==> config.mk <==
export PLATFORM = sky130hd
export DESIGN_NAME = led_matrix_scan
export DESIGN_NICKNAME = d
export VERILOG_FILES = /design/src/rtl/led_matrix_scan.sv
export SDC_FILE = /design/constraint.sdc
export NUM_CORES = 1
export LEC_CHECK = 0
export CORE_MARGIN = 5
export CORE_UTILIZATION = 51
export DETAILED_ROUTE_END_ITERATION = 10
export GPL_TIMING_DRIVEN = 0
export PLACE_DENSITY = 0.75
export SYNTH_ARGS = -nofsm -noshare
export SYNTH_HDL_FRONTEND = slang
export SYNTH_SLANG_ARGS = --single-unit
==> constraint.sdc <==
create_clock -name clk -period 6.1 [get_ports clk]
set_input_delay 1.22 -clock clk [delete_from_list [all_inputs] [get_ports clk]]
set_output_delay 1.22 -clock clk [all_outputs]
set_load 0.05 [all_outputs]
==> src/rtl/led_matrix_scan.sv <==
// -----------------------------------------------------------------------------
// led_matrix_scan
//
// Row-multiplexed driver for an 8x8 LED matrix. A 64-bit glyph bitmap is
// captured into a shadow buffer on a write strobe. It is promoted to the
// active (displayed) buffer only at a frame boundary, so a glyph change never
// tears mid-scan. Each row period lasts ROW_CYCLES clocks. The first
// BLANK_CYCLES of each period are dark, which stops ghosting while the row
// drivers switch.
//
// Parameters
//   ROW_CYCLES    clk cycles per row period (must be >= BLANK_CYCLES+1)
//   BLANK_CYCLES  dark cycles at the start of each row period
//
// Ports
//   clk         in   1   system clock
//   rst         in   1   asynchronous, active-high reset
//   frame_in    in   64  bitmap; row r = frame_in[8r+7:8r], bit 8r+c = column c
//   frame_wr    in   1   1-cycle strobe: capture frame_in into the shadow buffer
//   bright      in   5   brightness 0..16, >16 saturates (dimming build only)
//   row_sel     out  8   one-hot row drive, bit r = row r lit
//   col         out  8   column data for the lit row (1 = LED on)
//   frame_done  out  1   1-cycle pulse when the row 7 period ends
//   pending     out  1   shadow holds a frame that is not yet displayed
//
// Build option
//   LED_SCAN_DIMMING_EN  when defined, adds the `bright` input. The lit window
//                        of each row shrinks to (ON_SPAN*bright)>>4 cycles,
//                        where ON_SPAN = ROW_CYCLES-BLANK_CYCLES. `bright` is
//                        sampled only at frame boundaries and resets to 16.
//                        When undefined, every row is lit for the whole span
//                        after blanking.
// -----------------------------------------------------------------------------
module led_matrix_scan #(
  parameter int ROW_CYCLES   = 16,
  parameter int BLANK_CYCLES = 2
) (
  input  logic        clk,
  input  logic        rst,
  input  logic [63:0] frame_in,
  input  logic        frame_wr,
`ifdef LED_SCAN_DIMMING_EN
  input  logic [4:0]  bright,
`endif
  output logic [7:0]  row_sel,
  output logic [7:0]  col,
  output logic        frame_done,
  output logic        pending
);

  // ---------------------------------------------------------------------------
  // Constants
  // ---------------------------------------------------------------------------
  localparam int CNT_W = (ROW_CYCLES > 1) ? $clog2(ROW_CYCLES) : 1;

  localparam logic [CNT_W-1:0] CNT_LAST  = CNT_W'(ROW_CYCLES - 1);
  localparam logic [CNT_W-1:0] CNT_BLANK = CNT_W'(BLANK_CYCLES);
  localparam logic [CNT_W-1:0] CNT_ONE   = CNT_W'(1);
  localparam logic [2:0]       ROW_LAST  = 3'd7;

  // ---------------------------------------------------------------------------
  // State
  // ---------------------------------------------------------------------------
  logic [CNT_W-1:0] r_cnt;         // position inside the current row period
  logic [2:0]       r_row_idx;     // row currently being scanned
  logic [63:0]      r_active;      // frame being displayed
  logic [63:0]      r_shadow;      // most recently written frame
  logic             r_pending;     // shadow not yet promoted to active
  logic [7:0]       r_row_sel;
  logic [7:0]       r_col;
  logic             r_frame_done;

  // ---------------------------------------------------------------------------
  // Scan position decode
  // ---------------------------------------------------------------------------
  logic       w_row_end;     // last cycle of the current row period
  logic       w_frame_end;   // last cycle of row 7: the frame boundary
  logic       w_past_blank;  // blanking interval of this row is over
  logic       w_lit;         // row drivers enabled this cycle
  logic [7:0] w_row_onehot;
  logic [7:0] w_col_row;

  assign w_row_end    = (r_cnt == CNT_LAST);
  assign w_frame_end  = w_row_end && (r_row_idx == ROW_LAST);
  assign w_past_blank = (r_cnt >= CNT_BLANK);

  // NOTE: every signal written in an always_comb gets a default first, so no
  // path can leave it unassigned and infer a latch.
  always_comb begin
    w_row_onehot            = 8'd0;
    w_row_onehot[r_row_idx] = 1'b1;
  end

  // Row r occupies bits [8r+7:8r] of the frame.
  assign w_col_row = r_active[{r_row_idx, 3'b000} +: 8];

`ifdef LED_SCAN_DIMMING_EN
  // ---------------------------------------------------------------------------
  // Dimming: the lit window after blanking is scaled by bright/16.
  // ---------------------------------------------------------------------------
  localparam int ON_SPAN = ROW_CYCLES - BLANK_CYCLES;
  // ON_SPAN can equal 2**CNT_W when BLANK_CYCLES is 0, so it gets an extra
  // bit. The product with a 5-bit brightness then needs 5 more.
  localparam int LW = CNT_W + 6;
  localparam logic [LW-1:0] ON_SPAN_L = LW'(ON_SPAN);

  logic [4:0]    r_bright;          // brightness in force for this frame
  logic [4:0]    w_bright_clamped;
  logic [LW-1:0] w_on_limit;        // lit cycles per row at r_bright
  logic [LW-1:0] w_on_pos;          // cycles elapsed since blanking ended

  assign w_bright_clamped = (bright > 5'd16) ? 5'd16 : bright;
  assign w_on_limit       = (ON_SPAN_L * LW'(r_bright)) >> 4;
  // Only meaningful when w_past_blank is set; it wraps harmlessly otherwise.
  assign w_on_pos         = LW'(r_cnt - CNT_BLANK);
  assign w_lit            = w_past_blank && (w_on_pos < w_on_limit);

  // Sampling only at the frame boundary keeps every row of a frame at the
  // same brightness. A mid-frame change would show as a visible band.
  always_ff @(posedge clk or posedge rst) begin
    if (rst) begin
      r_bright <= 5'd16;
    end else if (w_frame_end) begin
      r_bright <= w_bright_clamped;
    end
  end
`else
  assign w_lit = w_past_blank;
`endif

  // ---------------------------------------------------------------------------
  // Row timing: cnt counts 0..ROW_CYCLES-1, then advances the row (7 wraps to 0).
  // ---------------------------------------------------------------------------
  // NOTE: sequential state uses non-blocking assignments only. Every flop then
  // samples pre-edge values, whatever order the always_ff blocks run in.
  always_ff @(posedge clk or posedge rst) begin
    if (rst) begin
      r_cnt     <= '0;
      r_row_idx <= 3'd0;
    end else if (w_row_end) begin
      r_cnt     <= '0;
      r_row_idx <= r_row_idx + 3'd1;
    end else begin
      r_cnt     <= r_cnt + CNT_ONE;
    end
  end

  // ---------------------------------------------------------------------------
  // Double buffer
  //   - A write always lands in the shadow and marks it pending. The last
  //     write before a boundary wins.
  //   - At the boundary a pending shadow is promoted. The promotion reads the
  //     pre-edge shadow. A write on the boundary cycle therefore shows the
  //     older frame now, and its own data stays pending for the next frame.
  // ---------------------------------------------------------------------------
  // NOTE: both buffers are plain flops, not RAM. They are reset so the matrix
  // shows a defined blank frame after reset, and so a frame pending at reset
  // is really discarded.
  always_ff @(posedge clk or posedge rst) begin
    if (rst) begin
      r_active  <= 64'd0;
      r_shadow  <= 64'd0;
      r_pending <= 1'b0;
    end else begin
      if (frame_wr) begin
        r_shadow <= frame_in;
      end
      if (w_frame_end && r_pending) begin
        r_active <= r_shadow;
      end
      if (frame_wr) begin
        r_pending <= 1'b1;
      end else if (w_frame_end) begin
        r_pending <= 1'b0;
      end
    end
  end

  // ---------------------------------------------------------------------------
  // Registered outputs, one cycle behind {cnt,row_idx,active}. Registering the
  // drivers gives the pads clean, glitch-free edges. Column data is forced to
  // zero whenever no row is driven.
  // ---------------------------------------------------------------------------
  always_ff @(posedge clk or posedge rst) begin
    if (rst) begin
      r_row_sel    <= 8'd0;
      r_col        <= 8'd0;
      r_frame_done <= 1'b0;
    end else begin
      r_row_sel    <= w_lit ? w_row_onehot : 8'd0;
      r_col        <= w_lit ? w_col_row    : 8'd0;
      r_frame_done <= w_frame_end;
    end
  end

  assign row_sel    = r_row_sel;
  assign col        = r_col;
  assign frame_done = r_frame_done;
  assign pending    = r_pending;

endmodule

==> impl_metrics.yaml <==
floorplanning:
  die-area_sq_um: 15100
  placement_rows: 41
  floorplan.die.height_um: 123
  ios: 85
  initial_utilization: 0.517
  placeableCoreArea_sq_um: 12600
  fp.dieW_um: 123
yosys:
  synthesis.yosys.warnings: 0
  synth.distinct_cells: 44
  avgSynthCellArea_sq_um: 15.8
  post_synth_instance_area_sq_um: 6500
  synth_fp_nets: 481
  synth_sequential_area_ratio: 0.589
  total_of_flip_flops_plus_latches_after_synthesis: 153
  synthesis.instances: 410
drt:
  route.vias.total: 3710
  route.detailed.drc: 0
  vias_per_cell: 5.32
  avgRoutedWirePerCell_um: 19.5
  dr.first_iter.drc_count: 256
  detail_route.wirelength_mm: 13.6
  drt_pre_antenna_iters: 6
  drtAntennaViolNets: 0
clock_network:
  worstSkewPairLatency_ps: 420
  cts_tree: "yes"
  cts_sink_cnt: 153
  holdBufCountCts: 0
  cts_resized: 0
  htree_num_levels: 4
  post_cts_buffers: 0
  numCtsBuffers: 17
  cts.path.max_buffers: 2
  clk_transition_reported_paths_ps: 60
  clk_root_buffer_cell: "sky130_fd_sc_hd__clkbuf_16"
critical_path:
  critical_path.top_delay_family: "buffers and inverters"
  crit_path_max_cell_delay_ps: 830
  startpoint_type: "flip-flop"
  timing.critical_path.buf_inv: 1
  critical_path_required_ps: 4880
  crit_slowest_cell: "sky130_fd_sc_hd__clkdlybuf4s50_1"
  setup.worst_path.class: "reg -> out"
  crit_path_max_fanout: 3
  timing.critical_path.arrival_ps: 1650
  setup.worst_path.end_class: "output pin"
  crit_path_cell_trace: "clkdlybuf4s50_1"
placed_design:
  gp_routability_congestion: 0.885
  post-place-ws_ps: 3360
  portBuffers: 83
  hpwlAfterDp_mm: 9.62
  post_dp_area_sq_um: 7570
cells_and_area:
  layout_cells_sized_above_1: 0.377
  final_area_sq_um: 8210
  layout.nets: 584
  areaGrowthSynthToFinish_pct: 26.4
  layout.core_utilization: 0.654
  insertedDiodeCount: 0
  filler_cell_count: 939
timing:
  max_slew_margin: 0.426
  final_hold_viol_count: 0
  max_slew.worst_pin.slew_ps: 861
  setup_violations: 0
  setup-tns-final_ps: 0
  rsz0062_at_grt: "no"
  fin_crit_ps: 2870
  slew_violations: 0
  skew_ps: 10.7
  post-route-period-util: 0.470
  fmaxAchievable_mhz: 349
  layout_setup_ws_ps: 3230
global_routing:
  grt.overflow.total: 0
  number_of_global_route_vias_before_repair: 4020
  grt_start_max_net_pins: 97
  gr-usage-all-layers: 0.196
  grt_antenna_before_repair: 0
  grt_first_pass_wirelength_mm: 21.9
power:
  finalPower_uw: 2330
  vdd_ir_drop_max_uv: 175
  power_leakage_uw: 0.00369
  power.density_cell_area_nw_per_um2: 283
job:
  max-cap-violations: 0
outcome:
  outcome: "finished clean"
worst_hold_path:
  worst_hold_path_type: "reg -> reg"
## power breakdown
part / switching (uW) / internal (uW)
combinational: 44.7 / 78.1
sequential: 26.0 / 1060
clock: 382 / 735
total: 453 / 1870
## cell families after synthesis
family | count (synthesis) | synth area share
flip-flops | 153 | 0.589
multiplexers | 147 | 0.288
AO/OA/AOI/OAI | 38 | 0.0424
adder cells (fa/ha/maj) | 4 | 0.00770
XOR/XNOR | 2 | 0.00270
AND/OR/NAND/NOR | 34 | 0.0300
buffers and inverters | 32 | 0.0399
## final cells by class
type                            count  area [sq um]  share of cell area
Clock inverter                      7           138              0.0168
Sequential cell                   153          3830               0.466
Inverter                            7          31.3             0.00381
Buffer                             25           233              0.0283
Timing Repair Buffer               84           858               0.104
Clock buffer                       24           502              0.0611
Tap cell                          172           215              0.0262
Multi-Input combinational cell    225          2410               0.293
## path summary, 6_finish.rpt
kind,start,slack [ps],cells after the start,to
min in group asynchronous,rst,1340,2,r_active[2]
worst max register to register,r_cnt[1],4120,7,r_active[23]
max in group asynchronous,rst,4000,3,r_active[25]
worst min register to register,r_shadow[36],500,1,r_active[36]
worst max-delay path,pending,3230,1,pending
worst min-delay path,r_shadow[36],500,1,r_active[36]
## worst register-to-register path: stages, from the launching register on
cell                      delay (ps)
sky130_fd_sc_hd__dfrtp_1         430
sky130_fd_sc_hd__ha_1            250
sky130_fd_sc_hd__and3_1          220
sky130_fd_sc_hd__buf_6           140
sky130_fd_sc_hd__and3_4          200
sky130_fd_sc_hd__buf_12          160
sky130_fd_sc_hd__buf_12          160
sky130_fd_sc_hd__mux2_4          310
## layer usage
| metal | wire, um | vias to the layer above | GRT usage |
|---|---|---|---|
| li1 | - | 1695 | - |
| met5 | 0 | - | 0 |
| met4 | 241 | 0 | 0.0791 |
| met2 | 6450 | 108 | 0.297 |
| met3 | 715 | 19 | 0.0512 |
| met1 | 6150 | 1888 | 0.271 |
## layout by cell type, fill, tap and decap left out, drive strengths merged, types with 2 or more instances in the layout
master / synthesis / routed
mux2i: 8 / 8
a21oi: 2 / 2
ha: 4 / 4
dfrtp: 153 / 153
or3: 2 / 2
nor3: 4 / 4
o21ai: 6 / 6
o31ai: 2 / 2
nand2: 5 / 5
inv: 7 / 7
clkinv: 0 / 2
mux2: 139 / 139
o22ai: 6 / 6
nor4: 2 / 2
and3: 2 / 2
bufinv: 0 / 4
nor2b: 5 / 5
buf: 21 / 22
a211oi: 4 / 4
nor2: 5 / 5
a221oi: 3 / 3
clkbuf: 4 / 28
nand2b: 4 / 4
o221ai: 6 / 6
clkdlybuf4s50: 0 / 83
## sequential cells by signal (all words and copies together) (netlist names)
signal      flops
col             8
frame_done      1
pending         1
r_active       64
r_cnt           4
r_row_idx       3
r_shadow       64
row_sel         8
## through the flow
step | std cells | hold slack (ps)
floorplan | 410 | 468
CTS | 697 | 503
detailed placement | 666 | 489
global route | 697 | 518
finish | 697 | 502
global placement | 665 | 486
## cells in the mapped netlist, drive strengths merged
library cell / instances / area, sq um
dfrtp: 153 / 3830
mux2: 139 / 1790
buf: 21 / 216
mux2i: 8 / 80.1
inv: 7 / 26.3
o21ai: 6 / 30.0
o221ai: 6 / 52.6
o22ai: 6 / 37.5
nand2: 5 / 18.8
nor2: 5 / 18.8
nor2b: 5 / 31.3
a211oi: 4 / 30.0
clkbuf: 4 / 16.3
ha: 4 / 50.1
nand2b: 4 / 25.0
nor3: 4 / 20.0
a221oi: 3 / 26.3
a21oi: 2 / 10.0
and3: 2 / 17.5
nor4: 2 / 12.5
o31ai: 2 / 15.0
or3: 2 / 12.5
a2111oi: 1 / 8.76
a211o: 1 / 8.76
a21o: 1 / 7.51
a22oi: 1 / 7.51
a31oi: 1 / 6.26
nand3: 1 / 5.00
o21a: 1 / 7.51
o311a: 1 / 10.0
o311ai: 1 / 8.76
o41ai: 1 / 8.76
or2: 1 / 6.26
or3b: 1 / 8.76
or4: 1 / 8.76
or4b: 1 / 10.0
xnor2: 1 / 8.76
xor2: 1 / 8.76
Power figures use the tool's default switching activity.
==> edit 1 (config.mk and constraints unchanged) <==
Change the parameter `ROW_CYCLES` from 16 to 8.
--- a/src/rtl/led_matrix_scan.sv
+++ b/src/rtl/led_matrix_scan.sv
@@ -32,7 +32,7 @@
 //                        after blanking.
 // -----------------------------------------------------------------------------
 module led_matrix_scan #(
-  parameter int ROW_CYCLES   = 16,
+  parameter int ROW_CYCLES   = 8,
   parameter int BLANK_CYCLES = 2
 ) (
   input  logic        clk,
Check against the original RTL: not equivalent (a bounded check fails within 10 cycles, from zero or initial values and one cycle with rst high).
==> edit 1 against the original RTL <==
Sequential cell count is 1 lower. Final cell count fell by 2.0%. Power decreased by 6.2%. Worst setup slack got worse by 16 ps. Wire length decreased by 3.6%. Cell area down 3.1%. Area after synthesis shrank 2.6%. Die area shrank 2.4%. Highest routed layer unchanged.
==> edit 1: results (changes against the original RTL) <==
Run status
  • Status: completed (unchanged)

Finish
  • Non-clock buffers: 108 (was 109)
  • Non-clk buf share: 12.77% (was 13.28%)
  • Final #Nets: 574 (was 584)
  • Final Instance Count excl. Fillers: 683 (was 697)
  • Multi-input gates: 222 (was 225)
  • Signal inverters: 2 (was 7)
  • Clock buf/inv share: 6.982% (was 7.784%)
  • Seq/total area: 47.81% (was 46.61%)
  • Seq_cells: 152 (was 153)

Detailed routing
  • Final wirelength: 13080 µm (was 13570 µm)
  • Met2 Routed Length: 6203 µm (was 6454 µm)
  • Vias per cell: 5.309 (was 5.323)
  • DRT Pass-1 Iters: 4 (was 6)

Pwr
  • Leakage: 3.778 nW (was 3.686 nW)
  • VDD IR-drop max: 0.0002005 V (was 0.0001746 V)

Logic synthesis
  • Compound-cell area share of the yosys netlist: 5.003% (was 4.237%)
  • Fraction of synthesized area in multiplexers: 28.57% (was 28.79%)
  • Commonest cells post-synth: dfrtp_1, mux2_2, mux2_4, buf_2, a21oi_1 (was dfrtp_1, mux2_2, mux2_4, buf_2, mux2i_1)
  • Top cells by area, synth: dfrtp_1, mux2_4, mux2_2, a22oi_1, buf_2 (was dfrtp_1, mux2_4, mux2_2, buf_12, mux2i_1)
  • Register area share after synthesis: 60.11% (was 58.94%)
  • Post-synth cell types: 35 (was 44)
  • Synth Instances: 400 (was 410)

Setup path
  • R2r setup slk: 4080 ps (was 4120 ps)

Global routing
  • GR Util met3: 5.221% (was 5.115%)
  • First-pass GRT wire length: 21090 µm (was 21920 µm)
  • Met2 GRT Util: 29.71% (was 29.69%)
  • Largest net degree at the start of global routing: 81 (was 97)
  • Vias in the first global route: 3856 (was 4020)

Hold path
  • Hold Path Origin: r_cnt[0] (was r_shadow[36])
  • Min-Delay Endpoint: r_cnt[0] (was r_active[36])

Timing
  • Clock skew: 3.917 ps (was 10.73 ps)

Place
  • HPWL after DPL: 9309 µm (was 9623 µm)
  • Routability congestion estimate from global placement: 0.8424 (was 0.8847)
-- edit 1: metrics by stage --
step           util, %  TNS [ps]  setup WS (ps)  total power [mW]
4_1_cts          65.69         0           3198             2.197
5_1_grt          65.69         0           3148             2.257
6_report         65.69         0           3219             2.180
3_3_place_gp     60.84   -142330         -942.8             1.213
3_5_place_dp     61.11         0           3535             1.221
2_1_floorplan        -         0          786.9             1.152
-- edit 1: power by group --
part / switching (mW) / total, mW / internal (mW)
logic: 0.0442 / 0.122 / 0.0782
clock network: 0.367 / 0.980 / 0.613
registers: 0.0262 / 1.08 / 1.05
-- edit 1: how the worst max path moves through the flow --
| stage | slack (ps) | depth (start not counted) | to |
|---|---|---|---|
| final | 3220 | 1 | pending |
| after global routing | 3150 | 1 | pending |
| after CTS | 3200 | 1 | pending |
| after detailed placement | 3540 | 3 | r_active[1] |
| after global placement | -940 | 2 | r_shadow[24] |
| after floorplan | 790 | 1 | col[0] |
==> edit 2 (same flow settings) <==
Without the edit above. Add an input register stage for `frame_in` and `frame_wr`, cleared by the reset; this delays them by one clock. Comments in the files are not updated.
--- a/src/rtl/led_matrix_scan.sv
+++ b/src/rtl/led_matrix_scan.sv
@@ -58,6 +58,19 @@
   localparam logic [CNT_W-1:0] CNT_ONE   = CNT_W'(1);
   localparam logic [2:0]       ROW_LAST  = 3'd7;
 
+  logic [63:0] frame_q;
+  logic frame_wr_q;
+
+  always_ff @(posedge clk or posedge rst) begin
+    if (rst) begin
+      frame_q    <= '0;
+      frame_wr_q <= '0;
+    end else begin
+      frame_q    <= frame_in;
+      frame_wr_q <= frame_wr;
+    end
+  end
+
   // ---------------------------------------------------------------------------
   // State
   // ---------------------------------------------------------------------------
@@ -162,13 +175,13 @@
       r_shadow  <= 64'd0;
       r_pending <= 1'b0;
     end else begin
-      if (frame_wr) begin
-        r_shadow <= frame_in;
+      if (frame_wr_q) begin
+        r_shadow <= frame_q;
       end
       if (w_frame_end && r_pending) begin
         r_active <= r_shadow;
       end
-      if (frame_wr) begin
+      if (frame_wr_q) begin
         r_pending <= 1'b1;
       end else if (w_frame_end) begin
         r_pending <= 1'b0;
Check against the original RTL: not equivalent (a bounded check fails within 4 cycles, from zero or initial values and one cycle with rst high).
==> edit 2 against the original RTL <==
Wire length rose by 14%. Maximum frequency fell by 1.8%. Area after synthesis rose by 24%. Cell area rose by 22%. Die area rose by 22%. Power rose by 30%. Via count rose by 13%. Sequential cell count rose by 65. Worst setup slack got worse by 53 ps. Largest power group is now registers.
==> edit 2: results (changes against the original RTL) <==
Global routing
  • Largest net degree at the start of global routing: 47 (was 97)
  • Vias in the first global route: 4663 (was 4020)
  • First-pass GRT wire length: 25410 µm (was 21920 µm)
  • Tot GR Track Use: 17.70% (was 19.61%)

Detailed routing
  • 1st-iter DRT viols: 239 (was 256)
  • Met2 Routed Length: 7722 µm (was 6454 µm)
  • Vias per cell: 5.160 (was 5.323)
  • Routed WL per cell: 19.04 µm (was 19.46 µm)
  • DRT Pass-1 Iters: 4 (was 6)

Finish
  • Final #Nets: 654 (was 584)

Logic synthesis
  • Compound-cell area share of the yosys netlist: 3.252% (was 4.237%)
  • Commonest cells post-synth: dfrtp_1, mux2_2, mux2_4, o22ai_1 (was dfrtp_1, mux2_2, mux2_4, buf_2, mux2i_1)
  • Post-synthesis xor/xnor area fraction: 0.2168% (was 0.2696%)

Clock tree
  • # H-tree levels: 1 (was 4)
  • CTS Buf Count: 22 (was 17)
  • Worst-skew pair later-pin latency: 500 ps (was 420 ps)
  • CTS max path bufs: 3 (was 2)

Place
  • HPWL after DPL: 10850 µm (was 9623 µm)
  • Placed cells: 775 (was 666)
  • Routability congestion estimate from global placement: 0.8590 (was 0.8847)

Timing
  • Clock skew: 19.28 ps (was 10.73 ps)

Run status
  • Status: completed (unchanged)

Pwr
  • VDD IR-drop max: 0.0001848 V (was 0.0001746 V)
  • Leakage: 4.543 nW (was 3.686 nW)

Setup path
  • Worst path arrival time: 1700 ps (was 1650 ps)
edit 2: cell count changes after synthesis, sizes merged, moves of 3 or more:
cell,change
dfrtp,+65
o22ai,+9
nor2b,-5
a211oi,-4
a221oi,+4
buf,-3
mux2i,-3
edit 2: routing by layer:
metal | vias to the layer above | global-route usage (%)
li1 | 1898 | -
met1 | 2156 | 24.53
met2 | 116 | 29.31
met3 | 30 | 3.035
met4 | 0 | 4.759
met5 | - | 0
edit 2: final timing paths:
path / start / endpoint / slack [ps] / cells past startpoint
max reg2reg: r_row_idx[2] / col[1] / 4060 / 5
min in group asynchronous: rst / frame_q[37] / 1170 / 2
min: frame_q[13] / r_shadow[13] / 480 / 1
max in group asynchronous: rst / r_shadow[52] / 3850 / 5
min reg2reg: frame_q[13] / r_shadow[13] / 480 / 1
max: pending / pending / 3180 / 1
edit 2: cell type report:
cell class | count | area [µm²]
Sequential cell | 218 | 5455
Inverter | 8 | 33.78
Clock buffer | 33 | 653.1
Clock inverter | 6 | 85.08
Tap cell | 216 | 270.3
Fill cell | 1094 | 5679
Buffer | 24 | 229.0
Multi-Input combinational cell | 220 | 2366
Timing Repair Buffer | 89 | 940.9
edit 2: where the power goes:
part	switching [mW]	internal (mW)	total (mW)
Sequential	0.0330	1.51	1.54
Clock	0.521	0.823	1.34
Combinational	0.0531	0.0832	0.136
edit 2: cell families after synthesis:
family / after synthesis
adder cells (fa/ha/maj): 4
XOR/XNOR: 2
AO/OA/AOI/OAI: 37
multiplexers: 146
AND/OR/NAND/NOR: 31
buffers and inverters: 32
flip-flops: 218
edit 2: per-stage QoR:
stage | util [%] | area (µm²) | hold slack (ps) | total power [mW]
after floorplan | - | 8084 | 454.2 | 1.629
after global placement | 58.52 | 9195 | 460.6 | 1.693
after detailed placement | 59.16 | 9295 | 465.7 | 1.709
after CTS | 63.86 | 10030 | 480.9 | 3.062
after global routing | 63.86 | 10030 | 494.3 | 3.146
final | 63.86 | 10030 | 476.4 | 3.025
